### config.mk
export PLATFORM = sky130hd
export DESIGN_NAME = libv_csa_acc_seq
export DESIGN_NICKNAME = d
export VERILOG_FILES = /design/src/rtl/libv_csa_acc_seq.sv
export SDC_FILE = /design/constraint.sdc
export NUM_CORES = 1
export LEC_CHECK = 0
export ABC_AREA = 0
export CORE_MARGIN = 2
export CORE_UTILIZATION = 35
export DETAILED_ROUTE_END_ITERATION = 8
export GPL_ROUTABILITY_DRIVEN = 1
export PLACE_DENSITY = 0.63
export SLEW_MARGIN = 20
export SYNTH_ARGS = -nofsm -noshare
export SYNTH_HDL_FRONTEND = slang
export SYNTH_SLANG_ARGS = --single-unit
### constraint.sdc
create_clock -name clk -period 8.6 [get_ports clk]
set_input_delay 1.72 -clock clk [delete_from_list [all_inputs] [get_ports clk]]
set_output_delay 1.72 -clock clk [all_outputs]
set_load 0.01 [all_outputs]
### src/rtl/libv_csa_acc_seq.sv
// libv_csa_acc_seq: multi-beat accumulation sequencer.
// Each accepted beat of K words is folded into a redundant carry/save pair by
// a combinational 3:2 compressor chain (no carry propagation per beat). When
// the beat flagged in_last has been folded in, one carry-propagate add
// resolves the pair, and the W-bit sum is presented with the beat count on a
// valid/ready output. All arithmetic is modulo 2^W.
module libv_csa_acc_seq #(
    parameter int W     = 32,
    parameter int K     = 4,
    parameter int CNT_W = 16
) (
    input  logic                  clk,
    input  logic                  rst,
    input  logic                  in_vld,
    input  logic [K-1:0][W-1:0]   in_x,
    input  logic                  in_last,
    output logic                  in_rdy,
    output logic                  out_vld,
    output logic [W-1:0]          out_sum,
    output logic [CNT_W-1:0]      out_cnt,
    input  logic                  out_rdy,
    output logic                  busy
);

    typedef enum logic [1:0] {
        ST_ACC     = 2'd0,
        ST_RESOLVE = 2'd1,
        ST_OUT     = 2'd2
    } state_t;

    state_t           r_state;
    state_t           w_state_nxt;

    logic [W-1:0]     r_s;
    logic [W-1:0]     r_c;
    logic [CNT_W-1:0] r_cnt;
    logic [W-1:0]     r_out_sum;
    logic [CNT_W-1:0] r_out_cnt;

    logic             w_accept;
    logic             w_resolve;
    logic             w_clear;

    // Save/carry rows after each compressor stage; index 0 is the stored pair.
    logic [W-1:0]     w_s_chain [0:K];
    logic [W-1:0]     w_c_chain [0:K];

    // Majority of three words shifted up one bit; the carry out of bit W-1
    // falls off the top, which is exactly the modulo-2^W behaviour we want.
    function automatic logic [W-1:0] csa_carry(input logic [W-1:0] a,
                                               input logic [W-1:0] b,
                                               input logic [W-1:0] c);
        logic [W-1:0] maj;
        maj = (a & b) | (a & c) | (b & c);
        return maj << 1;
    endfunction

    // Beat counter increment that sticks at all-ones instead of wrapping.
    function automatic logic [CNT_W-1:0] sat_inc(input logic [CNT_W-1:0] v);
        if (&v)
            return v;
        else
            return v + CNT_W'(1);
    endfunction

    assign w_s_chain[0] = r_s;
    assign w_c_chain[0] = r_c;

    for (genvar g = 0; g < K; g++) begin : g_csa
        assign w_s_chain[g+1] = w_s_chain[g] ^ w_c_chain[g] ^ in_x[g];
        assign w_c_chain[g+1] = csa_carry(w_s_chain[g], w_c_chain[g], in_x[g]);
    end

    // State register.
    always_ff @(posedge clk) begin
        if (rst)
            r_state <= ST_ACC;
        else
            r_state <= w_state_nxt;
    end

    // Next-state decode and handshake outputs.
    always_comb begin
        w_state_nxt = r_state;
        in_rdy      = 1'b0;
        out_vld     = 1'b0;
        w_accept    = 1'b0;
        w_resolve   = 1'b0;
        w_clear     = 1'b0;
        case (r_state)
            ST_ACC: begin
                in_rdy = 1'b1;
                if (in_vld) begin
                    w_accept = 1'b1;
                    if (in_last)
                        w_state_nxt = ST_RESOLVE;
                end
            end
            ST_RESOLVE: begin
                w_resolve   = 1'b1;
                w_state_nxt = ST_OUT;
            end
            ST_OUT: begin
                out_vld = 1'b1;
                if (out_rdy) begin
                    w_clear     = 1'b1;
                    w_state_nxt = ST_ACC;
                end
            end
            default: w_state_nxt = ST_ACC;
        endcase
    end

    // Accumulator pair, beat counter and result registers.
    always_ff @(posedge clk) begin
        if (rst) begin
            r_s       <= '0;
            r_c       <= '0;
            r_cnt     <= '0;
            r_out_sum <= '0;
            r_out_cnt <= '0;
        end else begin
            if (w_accept) begin
                r_s   <= w_s_chain[K];
                r_c   <= w_c_chain[K];
                r_cnt <= sat_inc(r_cnt);
            end else if (w_clear) begin
                r_s   <= '0;
                r_c   <= '0;
                r_cnt <= '0;
            end
            if (w_resolve) begin
                r_out_sum <= r_s + r_c;
                r_out_cnt <= r_cnt;
            end
        end
    end

    assign out_sum = r_out_sum;
    assign out_cnt = r_out_cnt;
    assign busy    = (r_state != ST_ACC) || (r_cnt != '0);

endmodule

==> results of run 1 <==
## worst paths after layout
kind	startpoint	to	slack, ns	cells past startpoint
max reg2reg	r_s[1]	out_sum[31]	5.41	10
min reg2reg	out_sum[30]	out_sum[30]	0.45	2
max	in_x[1]	r_s[1]	4.42	9
min	out_sum[30]	out_sum[30]	0.45	2
## state kept, by name (all words and copies together), names as in the netlist
register / flops
out_sum: 32
out_cnt: 16
r_state: 2
r_cnt: 16
r_s: 32
r_c: 31
## final cells by class
cell class,count,area share [%]
repair buffers,188,16.2
well taps,330,3.59
clock inverters,15,1.50
inverters,15,0.489
clock buffers,17,3.70
multi-input cells,700,52.1
flip-flops and latches,129,22.4
## layout by cell type (no fill, tap or decap), types with 3 or more instances in the layout
| cell | count |
|---|---|
| nand3_1 | 20 |
| inv_1 | 15 |
| nor3_1 | 13 |
| xor2_1 | 12 |
| o21ai_0 | 25 |
| a31oi_1 | 4 |
| a21oi_1 | 64 |
| xnor2_1 | 22 |
| nand2_1 | 85 |
| inv_6 | 7 |
| o211a_1 | 3 |
| or3_1 | 8 |
| fa_1 | 121 |
| clkdlybuf4s50_1 | 182 |
| o21bai_1 | 5 |
| o21a_1 | 4 |
| a211oi_1 | 14 |
| nor2_1 | 110 |
| ha_1 | 36 |
| o2111ai_1 | 3 |
| buf_4 | 6 |
| o211ai_1 | 4 |
| a22oi_1 | 61 |
| nand2b_1 | 3 |
| nor3b_1 | 3 |
| mux2i_1 | 4 |
| nand4_1 | 12 |
| nor2b_1 | 3 |
| o21ai_1 | 5 |
| and4_1 | 3 |
| a21o_1 | 13 |
| clkbuf_16 | 17 |
| dfxtp_1 | 129 |
| or2_2 | 4 |
| and3_1 | 3 |
| nor4_1 | 4 |
## metrics by stage
| step | power, W | utilization [%] |
|---|---|---|
| 3_5_place_dp | 0.00263 | 43.8 |
| 2_1_floorplan | 0.00216 | - |
| 6_report | 0.00334 | 46.2 |
| 4_1_cts | 0.00340 | 46.2 |
| 5_1_grt | 0.00370 | 46.2 |
| 3_3_place_gp | 0.00258 | 43.8 |
## worst register-to-register path, stage by stage (launching register included)
cell,delay (ns)
dfxtp_1,0.35
ha_1,0.26
fa_1,0.44
a211oi_1,0.39
o21ai_1,0.22
a311oi_2,0.37
o21ai_1,0.14
a31oi_1,0.35
o221a_2,0.31
o2111ai_1,0.13
o211a_1,0.14
## Yosys cell counts, types with 4 or more instances
master,count,area (sq um)
a21o_1,13,97.6
nor3_1,13,65.1
nor4_1,4,25.0
or2_2,4,25.0
o211ai_1,4,30.0
o21a_1,4,30.0
inv_1,15,56.3
o21bai_1,5,37.5
dfxtp_1,129,2580
xnor2_1,22,193
nor2_1,111,417
nand3_1,20,100
nand4_1,12,75.1
buf_1,5,18.8
clkbuf_1,40,150
or3_1,8,50.1
nor2b_1,4,25.0
fa_1,121,2420
ha_1,36,450
o21ai_0,25,125
nand2b_1,4,25.0
a211oi_1,14,105
o21ai_1,5,25.0
mux2i_1,4,40.0
a22oi_1,61,458
a31oi_1,4,25.0
nand2_1,85,319
a21oi_1,64,320
xor2_1,12,105
## kinds of logic after synthesis
family | Yosys count
compound gates | 221
fa+ha+maj | 157
simple gates | 284
flops | 129
xor+xnor | 34
mux | 4
buf+inv | 61
## metal layers
layer  wire, microns  part of all wire, %  up-vias
li1                -                    -     3446
met1           10200                   47     3431
met2           10200                   47      166
met3            1260                  5.8       16
met4             188                 0.86        0
met5               0                    0        -
## power by group through the flow
stage | logic, W | clock network [W] | registers, W
final | 0.00177 | 0.000746 | 0.000818
after CTS | 0.00182 | 0.000764 | 0.000819
after floorplan | 0.00136 | 0 | 0.000802
after detailed placement | 0.00180 | 0 | 0.000831
after global placement | 0.00175 | 0 | 0.000829
after global routing | 0.00208 | 0.000789 | 0.000836
==> impl_metrics.env, run 1 <==
export IMPL_initial_core_util_pct=35.3
export IMPL_crit_chain="clkdlybuf4s50_1 -> fa_1 -> fa_1 -> fa_1 -> inv_1 -> fa_1 -> nor2_1 -> a21oi_1 -> nor2_1"
export IMPL_syn_area_per_cell_sq_um=9.88
export IMPL_firstDrtPassIters=4
export IMPL_drive_above_1_share_pct=5.55
export IMPL_synth_area_sq_um=8790
export IMPL_multi_input_area_sq_um=5990
export IMPL_rows=58
export IMPL_cp_slowest_cell="fa_1"
export IMPL_grt_use_total_pct=17.3
export IMPL_nets=1341
export IMPL_overflow=0
export IMPL_critPathLaunchType="input pin"
export IMPL_grt_pass1_wl_mm=36.7
export IMPL_synth_compound_area_share_pct=16.9
export IMPL_worst_hold_slack_ns=0.448
export IMPL_synthSimpleGateAreaFrac_pct=14.5
export IMPL_cts_htree_levels=4
export IMPL_wl_per_cell_microns=15.7
export IMPL_critical_path_required_ns=8.88
export IMPL_cts_resized=0
export IMPL_hold_buffers=0
export IMPL_dieArea_sq_um=26400
export IMPL_synth_edff_count=0
export IMPL_use_met3_pct=4.23
export IMPL_synth_mux_area_share_pct=0.455
export IMPL_diodes=0
export IMPL_layout_cells_non_filler=1394
export IMPL_finClkSkew_ns=0.0159
export IMPL_grt_most_used_layer="met2"
export IMPL_rsz0062_at_grt="false"
export IMPL_dp_cells=1362
export IMPL_synth_xor_area_share_pct=3.39
export IMPL_dp_slack_ns=3.99
export IMPL_synthArstFlopShare_pct=0
export IMPL_status="finished, final reports clean"
export IMPL_p_int_w=0.00203
export IMPL_critPathTopFamily="adder cells"
export IMPL_max_cap_viol_count=0
export IMPL_dp_final_hpwl_mm=17.0
export IMPL_cp_max_fo=1
export IMPL_viasPerCell=5.06
export IMPL_power_frac_seq_pct=24.5
export IMPL_synth_warnings=0
export IMPL_clk_latency_ns=0.43
export IMPL_synth_top_family_by_area="adder cells"
export IMPL_sw_frac_of_total_pct=39.1
export IMPL_cts_path_max_buffers=2
export IMPL_setup_tns_ns=0
export IMPL_p_per_area_nw_per_um2=290
export IMPL_max_freq_ghz=0.239
export IMPL_die_h_microns=162
export IMPL_fillers=2365
export IMPL_globalplace_congestion=0.820
export IMPL_p_leak_nw=4.41
export IMPL_drt_initial_drc_count=353
export IMPL_clock_sinks=129
export IMPL_crit_path_max_incr_delay_ns=0.57
export IMPL_cts_setup_buffers=0
export IMPL_setup_viol_count_final=0
export IMPL_arrival_ns=4.45
export IMPL_worstMarginPinSlew_ns=0.745
export IMPL_drc_errors=0
export IMPL_irDropWorstVdd_mv=0.124
export IMPL_clk_pin_slew_worst_paths_ns=0.06
export IMPL_cp_common_cell="fa_1"
export IMPL_regArea_sq_um=2580
export IMPL_die_w_microns=162
export IMPL_finalHoldViolCount=0
export IMPL_combPwrFrac_pct=53.1
export IMPL_place_area_sq_um=10900
export IMPL_ant_nets=0
export IMPL_p_clk_share_pct=22.4
export IMPL_met2_usage_pct=28.7
export IMPL_cp_end_kind="flop"
export IMPL_vias=7059
export IMPL_syn_num_nets=1180
export IMPL_grt_max_degree=68
export IMPL_critPathKind="input pin to flop"
export IMPL_wl_mm=21.8
export IMPL_antenna_found_initial=0
export IMPL_net_switching_power_w=0.00130
export IMPL_ys_flop_type="dfxtp_1"
export IMPL_min_period_over_period_pct=48.6
export IMPL_numCtsBuffers=17
export IMPL_grt_pass1_vias=7282
export IMPL_crit_buf_inv=2
export IMPL_ys_ff_latch=129
export IMPL_min_path_type="flop to flop"
export IMPL_synth_adder_area_share_pct=32.7
export IMPL_area_growth_pct=30.9
export IMPL_slew_viol_final=0
export IMPL_final_cell_area_sq_um=11500
export IMPL_syn_inst=890
export IMPL_post_route_min_period_ns=4.18
export IMPL_max_slew_margin_pct=50.2
export IMPL_ios=184
export IMPL_cts_root_buf="clkbuf_16"
export IMPL_use_met1_pct=22.9
export IMPL_seq_area_frac_synth_pct=29.4
export IMPL_cts_tree="built"
export IMPL_setup_ws_ns=4.42
export IMPL_io_buffers=183
export IMPL_yosys_cell_types_count=57
export IMPL_core_sq_um=24900
(Power assumes the default switching activity.)
==> run 2: changes to the inputs <==
--- a/config.mk
+++ b/config.mk
@@ -10,7 +10,7 @@
 export CORE_UTILIZATION = 35
 export DETAILED_ROUTE_END_ITERATION = 8
 export GPL_ROUTABILITY_DRIVEN = 1
-export PLACE_DENSITY = 0.63
+export PLACE_DENSITY = 0.66
 export SLEW_MARGIN = 20
 export SYNTH_ARGS = -nofsm -noshare
 export SYNTH_HDL_FRONTEND = slang
==> constraint.sdc (replaced) <==
create_clock -name clk -period 3.39 [get_ports clk]
set_input_delay 0.678 -clock clk [delete_from_list [all_inputs] [get_ports clk]]
set_output_delay 0.678 -clock clk [all_outputs]
set_load 0.01 [all_outputs]
==> run 2 against run 1 <==
  * Non-clock buffer count is 6 higher
  * Sequential share of layout area is 0.13 points lower
  * Clock-buffer cell count stayed put
  * Critical endpoint is now out_sum[31]
  * Largest power group unchanged
==> impl_metrics.env, run 2 (synthesized netlist as in run 1, its figures left out) <==
export IMPL_combPwrFrac_pct=52.7
export IMPL_regArea_sq_um=2580
export IMPL_status="finished, final reports clean"
export IMPL_worst_hold_slack_ns=0.452
export IMPL_grt_max_degree=46
export IMPL_r2r_end="out_sum[31]"
export IMPL_net_switching_power_w=0.00329
export IMPL_drt_initial_drc_count=402
export IMPL_viasPerCell=5.05
export IMPL_antenna_found_initial=0
export IMPL_max_slew_margin_pct=35.1
export IMPL_layout_common_cells="clkdlybuf4s50_1 (182), dfxtp_1 (129), fa_1 (121)"
export IMPL_critPathLaunchType="flop"
export IMPL_finalHoldViolCount=0
export IMPL_max_freq_ghz=0.312
export IMPL_rr_startpoint="r_s[1]"
export IMPL_cp_max_fo=3
export IMPL_fillers=2342
export IMPL_p_per_area_nw_per_um2=736
export IMPL_critPathKind="flop to flop"
export IMPL_cts_resized=0
export IMPL_overflow=0
export IMPL_wl_mm=22.0
export IMPL_ant_nets=0
export IMPL_p_int_w=0.00523
export IMPL_setup_viol_count_final=0
export IMPL_min_path_type="flop to flop"
export IMPL_cp_end_kind="flop"
export IMPL_post_route_min_period_ns=3.21
export IMPL_grt_pass1_wl_mm=37.1
export IMPL_critical_path_required_ns=3.69
export IMPL_area_growth_pct=31.7
export IMPL_p_clk_share_pct=23.0
export IMPL_rsz0062_at_grt="false"
export IMPL_multi_input_area_sq_um=5990
export IMPL_io_buffers=183
export IMPL_whs_path_depth=2
export IMPL_cts_root_buf="clkbuf_16"
export IMPL_initial_core_util_pct=35.3
export IMPL_place_area_sq_um=11000
export IMPL_slew_viol_final=0
export IMPL_clk_pin_slew_worst_paths_ns=0.06
export IMPL_rows=58
export IMPL_ios=184
export IMPL_dieArea_sq_um=26400
export IMPL_cts_htree_levels=4
export IMPL_power_frac_seq_pct=24.3
export IMPL_final_cell_area_sq_um=11600
export IMPL_firstDrtPassIters=4
export IMPL_drive_above_1_share_pct=6.07
export IMPL_numCtsBuffers=17
export IMPL_dp_final_hpwl_mm=17.0
export IMPL_globalplace_congestion=0.805
export IMPL_grt_pass1_vias=7338
export IMPL_cp_common_cell="o21ai_1"
export IMPL_arrival_ns=3.51
export IMPL_nets=1347
export IMPL_min_period_over_period_pct=94.6
export IMPL_core_sq_um=24900
export IMPL_diodes=0
export IMPL_min_to="out_sum[2]"
export IMPL_r2r_slack_ns=0.18
export IMPL_hold_buffers=0
export IMPL_hp_start="out_sum[2]"
export IMPL_die_w_microns=162
export IMPL_clk_latency_ns=0.41
export IMPL_cts_path_max_buffers=2
export IMPL_vias=7071
export IMPL_irDropWorstVdd_mv=0.331
export IMPL_drc_errors=0
export IMPL_mostFrequentLayoutCell="clkdlybuf4s50_1"
export IMPL_clock_sinks=129
export IMPL_cts_setup_buffers=0
export IMPL_worstRegToRegCells=10
export IMPL_wl_per_cell_microns=15.7
export IMPL_cts_tree="built"
export IMPL_max_cap_viol_count=0
export IMPL_finClkSkew_ns=0.00782
export IMPL_grt_use_total_pct=17.6
export IMPL_die_h_microns=162
export IMPL_cp_slowest_cell="fa_1"
export IMPL_crit_chain="ha_1 -> fa_1 -> a211oi_1 -> o21ai_1 -> a311oi_2 -> o21ai_1 -> a31oi_1 -> o221a_2 -> o2111ai_1 -> o211a_1"
export IMPL_crit_path_max_incr_delay_ns=0.44
export IMPL_p_leak_nw=4.44
export IMPL_sw_frac_of_total_pct=38.6
export IMPL_worstMarginPinSlew_ns=0.972
## run 2: worst max path at each step
stage / endpoint / cells after the start / slack (ns) / startpoint
final: out_sum[31] / 10 / 0.18 / r_s[1]
after global routing: out_sum[23] / 10 / 0.12 / r_s[1]
after global placement: r_s[1] / 9 / -0.16 / in_x[1]
after CTS: out_sum[31] / 10 / 0.23 / r_s[1]
after floorplan: r_s[1] / 8 / 0.37 / in_x[1]
after detailed placement: r_s[1] / 9 / -0.18 / in_x[1]
## run 2: power by group through the flow
stage | registers (W) | clock network (W) | logic (W)
floorplan | 0.00204 | 0 | 0.00344
global placement | 0.00210 | 0 | 0.00442
detailed placement | 0.00211 | 0 | 0.00457
CTS | 0.00207 | 0.00201 | 0.00461
global route | 0.00211 | 0.00207 | 0.00527
finish | 0.00207 | 0.00196 | 0.00449
## run 2: final cells by class
class | count | area share (%)
Inverter | 15 | 0.486
Timing Repair Buffer | 194 | 16.5
Clock buffer | 17 | 3.67
Multi-Input combinational cell | 700 | 51.8
Clock inverter | 15 | 1.70
Tap cell | 330 | 3.57
Sequential cell | 129 | 22.3
## run 2: through the flow
stage | setup TNS (ns) | setup WS, ns | cells | power (W) | util, %
floorplan | 0 | 0.374 | 890 | 0.00547 | -
global placement | -0.903 | -0.161 | 1368 | 0.00652 | 44.0
detailed placement | -1.77 | -0.182 | 1368 | 0.00668 | 44.0
CTS | 0 | 0.229 | 1400 | 0.00869 | 46.5
global route | 0 | 0.122 | 1400 | 0.00946 | 46.5
finish | 0 | 0.183 | 1400 | 0.00852 | 46.5
## run 2: critical path, delay by kind of cell (launching register included)
family          cells  cell delay (ns)
compound gates      8             2.07
flops               1             0.34
fa+ha+maj           2             0.70
## run 2: metal layers
| metal | track usage (%) | part of all wire [%] |
|---|---|---|
| met4 | 4.38 | 0.71 |
| met2 | 28.8 | 47 |
| met1 | 23.7 | 47 |
| met3 | 3.85 | 5.4 |
| met5 | 0 | 0 |
